File: src/rtl/chorus_pkg.sv
// Shared definitions for the chorus/flanger delay path (DelayBuffer and
// chorus_lfo). Holds the common widths, the delay-line geometry and the
// legal offset window that follows from it.
package chorus_pkg;

  localparam int PKT_WIDTH   = 16;
  localparam int ADDR_WIDTH  = 14;
  localparam int PHASE_WIDTH = 24;

  // Delay-line geometry: nominal delay and total buffer depth in samples.
  localparam int AVG_DELAY = 441;
  localparam int BUF_DEPTH = 4410;

  // Offset window that keeps the read pointer inside the buffer.
  localparam int MIN_OFFSET = -(AVG_DELAY - 1);
  localparam int MAX_OFFSET = BUF_DEPTH - AVG_DELAY - 1;

  // Width of the bipolar triangle sample produced by the shaper.
  localparam int TRI_W = 12;

  typedef logic        [PKT_WIDTH-1:0]   pkt_t;
  typedef logic signed [ADDR_WIDTH-1:0]  offset_t;
  typedef logic        [PHASE_WIDTH-1:0] phase_t;

endpackage

File: src/rtl/lfo_tri_shaper.sv
// Combinational phase-to-waveform mapping for the chorus LFO.
// Takes the top TRI_W+1 bits of the phase accumulator and produces a
// bipolar triangle in the range -2^(TRI_W-1) .. 2^(TRI_W-1)-1.
// Ports:
//   phase_msbs - phase[MSB -: TRI_W+1]; MSB selects rising/falling half
//   bipolar    - signed triangle sample
module lfo_tri_shaper
  import chorus_pkg::*;
(
  input  logic        [TRI_W:0]   phase_msbs,
  output logic signed [TRI_W-1:0] bipolar
);

  logic [TRI_W-1:0] ramp;
  logic [TRI_W-1:0] tri_u;

  always_comb begin
    ramp  = phase_msbs[TRI_W-1:0];
    // Second half of the period runs the ramp backwards: (2^TRI_W-1)-ramp
    // is simply the bitwise inverse.
    tri_u = phase_msbs[TRI_W] ? ~ramp : ramp;
    // Subtracting 2^(TRI_W-1) from an unsigned TRI_W-bit value is the same
    // as flipping its MSB and reading it as two's complement.
    bipolar = $signed({~tri_u[TRI_W-1], tri_u[TRI_W-2:0]});
  end

endmodule

File: src/rtl/chorus_lfo.sv
// Chorus LFO: per-sample phase accumulator, triangle shaping, depth scaling
// and saturation into the signed extra-delay offset consumed by DelayBuffer.
// Ports:
//   clk                   - system clock
//   rst_n                 - asynchronous active-low reset
//   sampleTick_i          - one-cycle strobe per audio sample
//   enable_i              - 1 = modulate, 0 = phase cleared and offset forced 0
//   rate_i                - unsigned phase increment per tick
//   depth_i               - unsigned peak excursion in samples
//   extraDelay_reg_o      - registered signed offset, held between updates
//   extraDelayValid_reg_o - one-cycle pulse when extraDelay_reg_o updates
// Tick sampled on clock edge k produces the valid pulse after edge k+3.
module chorus_lfo #(
  parameter int PHASE_WIDTH = chorus_pkg::PHASE_WIDTH,
  parameter int ADDR_WIDTH  = chorus_pkg::ADDR_WIDTH,
  parameter int MIN_OFFSET  = chorus_pkg::MIN_OFFSET,
  parameter int MAX_OFFSET  = chorus_pkg::MAX_OFFSET
) (
  input  logic                         clk,
  input  logic                         rst_n,
  input  logic                         sampleTick_i,
  input  logic                         enable_i,
  input  logic        [PHASE_WIDTH-1:0] rate_i,
  input  logic        [ADDR_WIDTH-1:0]  depth_i,
  output logic signed [ADDR_WIDTH-1:0]  extraDelay_reg_o,
  output logic                         extraDelayValid_reg_o
);

  import chorus_pkg::*;

  // Signed triangle times zero-extended depth; wide enough that the
  // product can never overflow.
  localparam int PROD_W = TRI_W + ADDR_WIDTH + 1;

  logic        [PHASE_WIDTH-1:0] phase;
  logic                          vld_p0, vld_p1, vld_p2;
  logic                          en_p0, en_p1, en_p2;
  logic        [ADDR_WIDTH-1:0]  depth_p0, depth_p1;
  logic signed [TRI_W-1:0]       tri_comb, tri_p1;
  logic signed [PROD_W-1:0]      ofs_p2;

  // Scale the triangle by depth and divide by 2^(TRI_W-1), rounding toward
  // minus infinity, so the result spans -depth .. depth-1.
  function automatic logic signed [PROD_W-1:0] scale_floor(
    input logic signed [TRI_W-1:0]      t,
    input logic        [ADDR_WIDTH-1:0] d
  );
    logic signed [PROD_W-1:0] prod;
    prod = PROD_W'(t) * PROD_W'($signed({1'b0, d}));
    return prod >>> (TRI_W - 1);
  endfunction

  // Saturate into the window the delay line can actually address.
  function automatic logic signed [ADDR_WIDTH-1:0] clamp_ofs(
    input logic signed [PROD_W-1:0] v
  );
    if (v < PROD_W'(MIN_OFFSET))
      return ADDR_WIDTH'(MIN_OFFSET);
    else if (v > PROD_W'(MAX_OFFSET))
      return ADDR_WIDTH'(MAX_OFFSET);
    else
      return v[ADDR_WIDTH-1:0];
  endfunction

  lfo_tri_shaper u_shaper (
    .phase_msbs (phase[PHASE_WIDTH-1 -: TRI_W+1]),
    .bipolar    (tri_comb)
  );

  always_ff @(posedge clk or negedge rst_n) begin
    if (!rst_n) begin
      phase                 <= '0;
      vld_p0                <= 1'b0;
      en_p0                 <= 1'b0;
      depth_p0              <= '0;
      vld_p1                <= 1'b0;
      en_p1                 <= 1'b0;
      depth_p1              <= '0;
      tri_p1                <= '0;
      vld_p2                <= 1'b0;
      en_p2                 <= 1'b0;
      ofs_p2                <= '0;
      extraDelay_reg_o      <= '0;
      extraDelayValid_reg_o <= 1'b0;
    end else begin
      // Stage 0: advance phase and capture controls, on ticks only
      vld_p0 <= sampleTick_i;
      if (sampleTick_i) begin
        phase    <= enable_i ? phase + rate_i : '0;
        en_p0    <= enable_i;
        depth_p0 <= depth_i;
      end

      // Stage 1: triangle from the updated phase
      vld_p1   <= vld_p0;
      en_p1    <= en_p0;
      depth_p1 <= depth_p0;
      tri_p1   <= tri_comb;

      // Stage 2: depth scaling
      vld_p2 <= vld_p1;
      en_p2  <= en_p1;
      ofs_p2 <= scale_floor(tri_p1, depth_p1);

      // Stage 3: saturate, gate by enable, publish
      extraDelayValid_reg_o <= vld_p2;
      if (vld_p2)
        extraDelay_reg_o <= en_p2 ? clamp_ofs(ofs_p2) : '0;
    end
  end

endmodule

File: config.mk
export PLATFORM = sky130hd
export DESIGN_NAME = chorus_lfo
export DESIGN_NICKNAME = d
export VERILOG_FILES = /design/src/rtl/chorus_pkg.sv /design/src/rtl/lfo_tri_shaper.sv /design/src/rtl/chorus_lfo.sv
export SDC_FILE = /design/constraint.sdc
export NUM_CORES = 1
export LEC_CHECK = 0
export ABC_AREA = 0
export CORE_MARGIN = 10
export CORE_UTILIZATION = 35
export CTS_BUF_LIST = sky130_fd_sc_hd__clkbuf_4 sky130_fd_sc_hd__clkbuf_8
export CTS_CLUSTER_SIZE = 40
export DETAILED_ROUTE_END_ITERATION = 8
export REMOVE_ABC_BUFFERS = 1
export SETUP_SLACK_MARGIN = 0.3
export SYNTH_ARGS = -nofsm -noshare
export SYNTH_HDL_FRONTEND = slang
export SYNTH_SLANG_ARGS = --single-unit
File: constraint.sdc
create_clock -name clk -period 5.2 [get_ports clk]
set_clock_uncertainty 0.05 [all_clocks]
set_input_delay 0.52 -clock clk [delete_from_list [all_inputs] [get_ports clk]]
set_output_delay 0.52 -clock clk [all_outputs]
set_load 0.01 [all_outputs]
==> metrics, run 1 <==
run status finished clean; vias per cell around 4.8; synth cell count leaders inv_1 (181), nand2_1 (137), fa_1 (120); Hold Violations, Final 0; clk buf depth 2; Avg Synthesized Cell Area approximately 9.5 sq um; CP endpoint kind flop; Startpoint Class flop; Final nets about 1500; layout cells sized above 1 0.1886; Crit Path Category flop to flop; # rows 62; first-pass GRT wire length 40500 microns; Post-Syn Area roughly 0.010 sq mm; WL final about 24000 microns; Die Y between 150 and 200 microns; Die W 190.6 microns; ANT nets after route 0; Post-synth ARST share 1.000; synthesis warning total 0; number of global-route vias before repair between 8000 and 9000; clock sinks just over 100; Post-Syn Instances ~1100; Core Area about 0.029 sq mm; Synth top area share 0.2482; initial core utilization 0.3548; CTS tree yes; PortBufs 56; DRC viols 0; Tightest Pin Transition between 0.7 and 0.8 ns; DR vias approximately 7600; crit path max fanout 4; Fill cells between 2000 and 3000; Num CTS Buffers 9; Synth cell types 62; root buffer selected by CTS clkbuf_8; Clock Pin Slew Worst Setup and Hold Paths around 0.11 ns; flops & latches, synth a little over 100; antenna violations before repair 0; DP HPWL 18510 microns; most frequent cell after synthesis inv_1; H-tree lvl count 3; Final setup viols 0; diodes inserted 0; Cell Chain, Critical Path buf_4 -> and2_1 -> fa_1 -> inv_1 -> fa_1 -> fa_1 -> inv_1 -> fa_1 -> inv_1 -> fa_1 -> inv_2 -> ha_4 -> and3_4 -> and3_4 -> o41ai_4 -> o21ai_2 -> a31oi_1 -> xnor2_1; Pins Over Slew Limit 0; GPL Wtd Cong between 0.8 and 0.9; final core occ 0.4326; area leader, netlist dfrtp_1; Max Clk Rate 0.2036 GHz; final worst-path cycle share 0.9446; unrepaired setup endpoints after global routing true; main area contributors after synthesis dfrtp_1 (25%), fa_1 (24%), ha_1 (12%); Pre-Repair DR Iteration Count 4; wire per inst 14.96 microns; WP data required around 5.5 ns; CP most frequent cell fa_1; largest net degree at the start of global routing 57; Worst Hold Class input pin to async pin; Worst Reg2Reg Path Length in Cells 18; Min Clock Period, post-route ~5 ns; IO Count 57; Syn-to-layout area delta 21.92%; CP max-delay cell fa_1; Critical Path Max Stage Delay about 0.52 ns; GR Overflow Total 0; max-cap violation count 0; register area share after synthesis 0.2482; Post-CTS Hold Buffers 0; placed instance count roughly 1500; worst rel slew slack 0.4860; number of flops mapped to enable cells by yosys 0; CP arrival just over 5 ns; die area between 0.03 and 0.04 sq mm; Total GRT Usage 0.1350; initial DRC count 439; Final Instance Count excl. Fillers roughly 1600; Primary FF master, synth dfrtp_1; Skew-Pair Late Insertion Delay ~0.4 ns
worst paths after layout:
| check | startpoint | end | slack [ns] |
|---|---|---|---|
| worst max register to register | tri_p1[1]$_DFF_PN0_ | ofs_p2[12]$_DFF_PN0_ | 0.29 |
| max in group asynchronous | rst_n | depth_p1[11]$_DFF_PN0_ | 3.90 |
| worst min-delay path | rst_n | phase[22]$_DFFE_PN0P_ | 0.04 |
| worst min register to register | vld_p0$_DFF_PN0_ | vld_p1$_DFF_PN0_ | 0.31 |
| min in group clk | vld_p0$_DFF_PN0_ | vld_p1$_DFF_PN0_ | 0.31 |
| worst max-delay path | tri_p1[1]$_DFF_PN0_ | ofs_p2[12]$_DFF_PN0_ | 0.29 |
routing by layer:
metal  GRT usage  vias up  routed length, microns
met5           0        -                       0
met4     0.03907        0                     510
met3     0.01939       29                     578
met2      0.2355       98                   12010
met1      0.1695     3862                   10490
li1            -     3655                       -
state kept, by name (all words and copies together), names as in the netlist:
register	count
vld_p1	1
phase	24
ofs_p2	16
extraDelayValid_reg_o	1
vld_p0	1
en_p2	1
extraDelay_reg_o	14
depth_p1	14
depth_p0	14
tri_p1	12
en_p1	1
vld_p2	1
en_p0	1
through the flow:
stage | hold slack, ns | setup slack, ns | TNS (ns) | instance area, sq um
floorplan | 0.1744 | 0.1898 | 0 | 10010
global placement | 0.2840 | 0.02243 | 0 | 11400
detailed placement | 0.2878 | -0.05368 | -0.1704 | 11400
CTS | 0.06849 | 0.2191 | 0 | 12190
global route | 0.07756 | 0.08445 | 0 | 12420
finish | 0.04432 | 0.2881 | 0 | 12420
layout by cell type (no fill, tap or decap), types with 16 or more instances in the layout:
cell type and n:
inv_1 176, and2_1 48, o21ai_0 24, a21oi_1 37, nand2_1 134, clkdlybuf4s50_1 55, xnor2_1 20, xor2_1 21
fa_1 111, ha_1 87, dfrtp_1 84, dfrtp_2 17, buf_4 73, nor2_1 31, mux2_2 16, nand3_1 24
what timing repair did:
item / CTS / global route
pin swaps: 39 / 36
buffers inserted: 41 / 8
endpoints found under the setup margin: 13 / 13
gates resized for setup: 65 / 33
cell families after synthesis:
kind of cell,count (synthesis),synth area share
compound gates,150,0.1019
xor+xnor,43,0.03698
fa+ha+maj,220,0.3588
buf+inv,226,0.08453
flops,101,0.2482
mux,17,0.01868
simple gates,313,0.1510
worst max-delay path: cells and delay by family, from the launching register on:
family | cells | cell delay (ns)
compound gates | 3 | 0.65
xor+xnor | 1 | 0.13
fa+ha+maj | 6 | 2.73
buf+inv | 5 | 0.35
flops | 1 | 0.39
simple gates | 3 | 0.50
area by class of cell:
class / instances / area, sq um / area share
clock inverters: 7 / 65.06 / 0.005240
clock buffers: 9 / 123.9 / 0.009977
multi-input cells: 743 / 7109 / 0.5726
inverters: 183 / 686.9 / 0.05533
flip-flops and latches: 101 / 2549 / 0.2053
repair buffers: 150 / 1401 / 0.1129
well taps: 384 / 480.5 / 0.03870
Power of run 1 is left out: the tool's default activity adds up to more than one toggle a clock period on the data nets, which glitch-free logic cannot reach.
==> run 2: changes to the inputs <==
--- a/config.mk
+++ b/config.mk
@@ -9,7 +9,7 @@
 export CORE_MARGIN = 10
 export CORE_UTILIZATION = 35
 export CTS_BUF_LIST = sky130_fd_sc_hd__clkbuf_4 sky130_fd_sc_hd__clkbuf_8
-export CTS_CLUSTER_SIZE = 40
+export CTS_CLUSTER_SIZE = 20
 export DETAILED_ROUTE_END_ITERATION = 8
 export REMOVE_ABC_BUFFERS = 1
 export SETUP_SLACK_MARGIN = 0.3
==> results of run 2 <==
No change in the layout: final DEF, timing and power equal those of run 1.
Power of run 2 is left out for the same reason.
==> run 3: changes to the inputs <==
--- a/config.mk
+++ b/config.mk
@@ -6,9 +6,11 @@
 export NUM_CORES = 1
 export LEC_CHECK = 0
 export ABC_AREA = 0
+export ABC_CLOCK_PERIOD_IN_PS = 5200
 export CORE_MARGIN = 10
 export CORE_UTILIZATION = 35
 export CTS_BUF_LIST = sky130_fd_sc_hd__clkbuf_4 sky130_fd_sc_hd__clkbuf_8
+export CTS_CLUSTER_DIAMETER = 150
 export CTS_CLUSTER_SIZE = 20
 export DETAILED_ROUTE_END_ITERATION = 8
 export REMOVE_ABC_BUFFERS = 1
==> results of run 3 <==
No change in the layout: final DEF, timing and power equal those of run 1.
Power of run 3 is left out for the same reason.
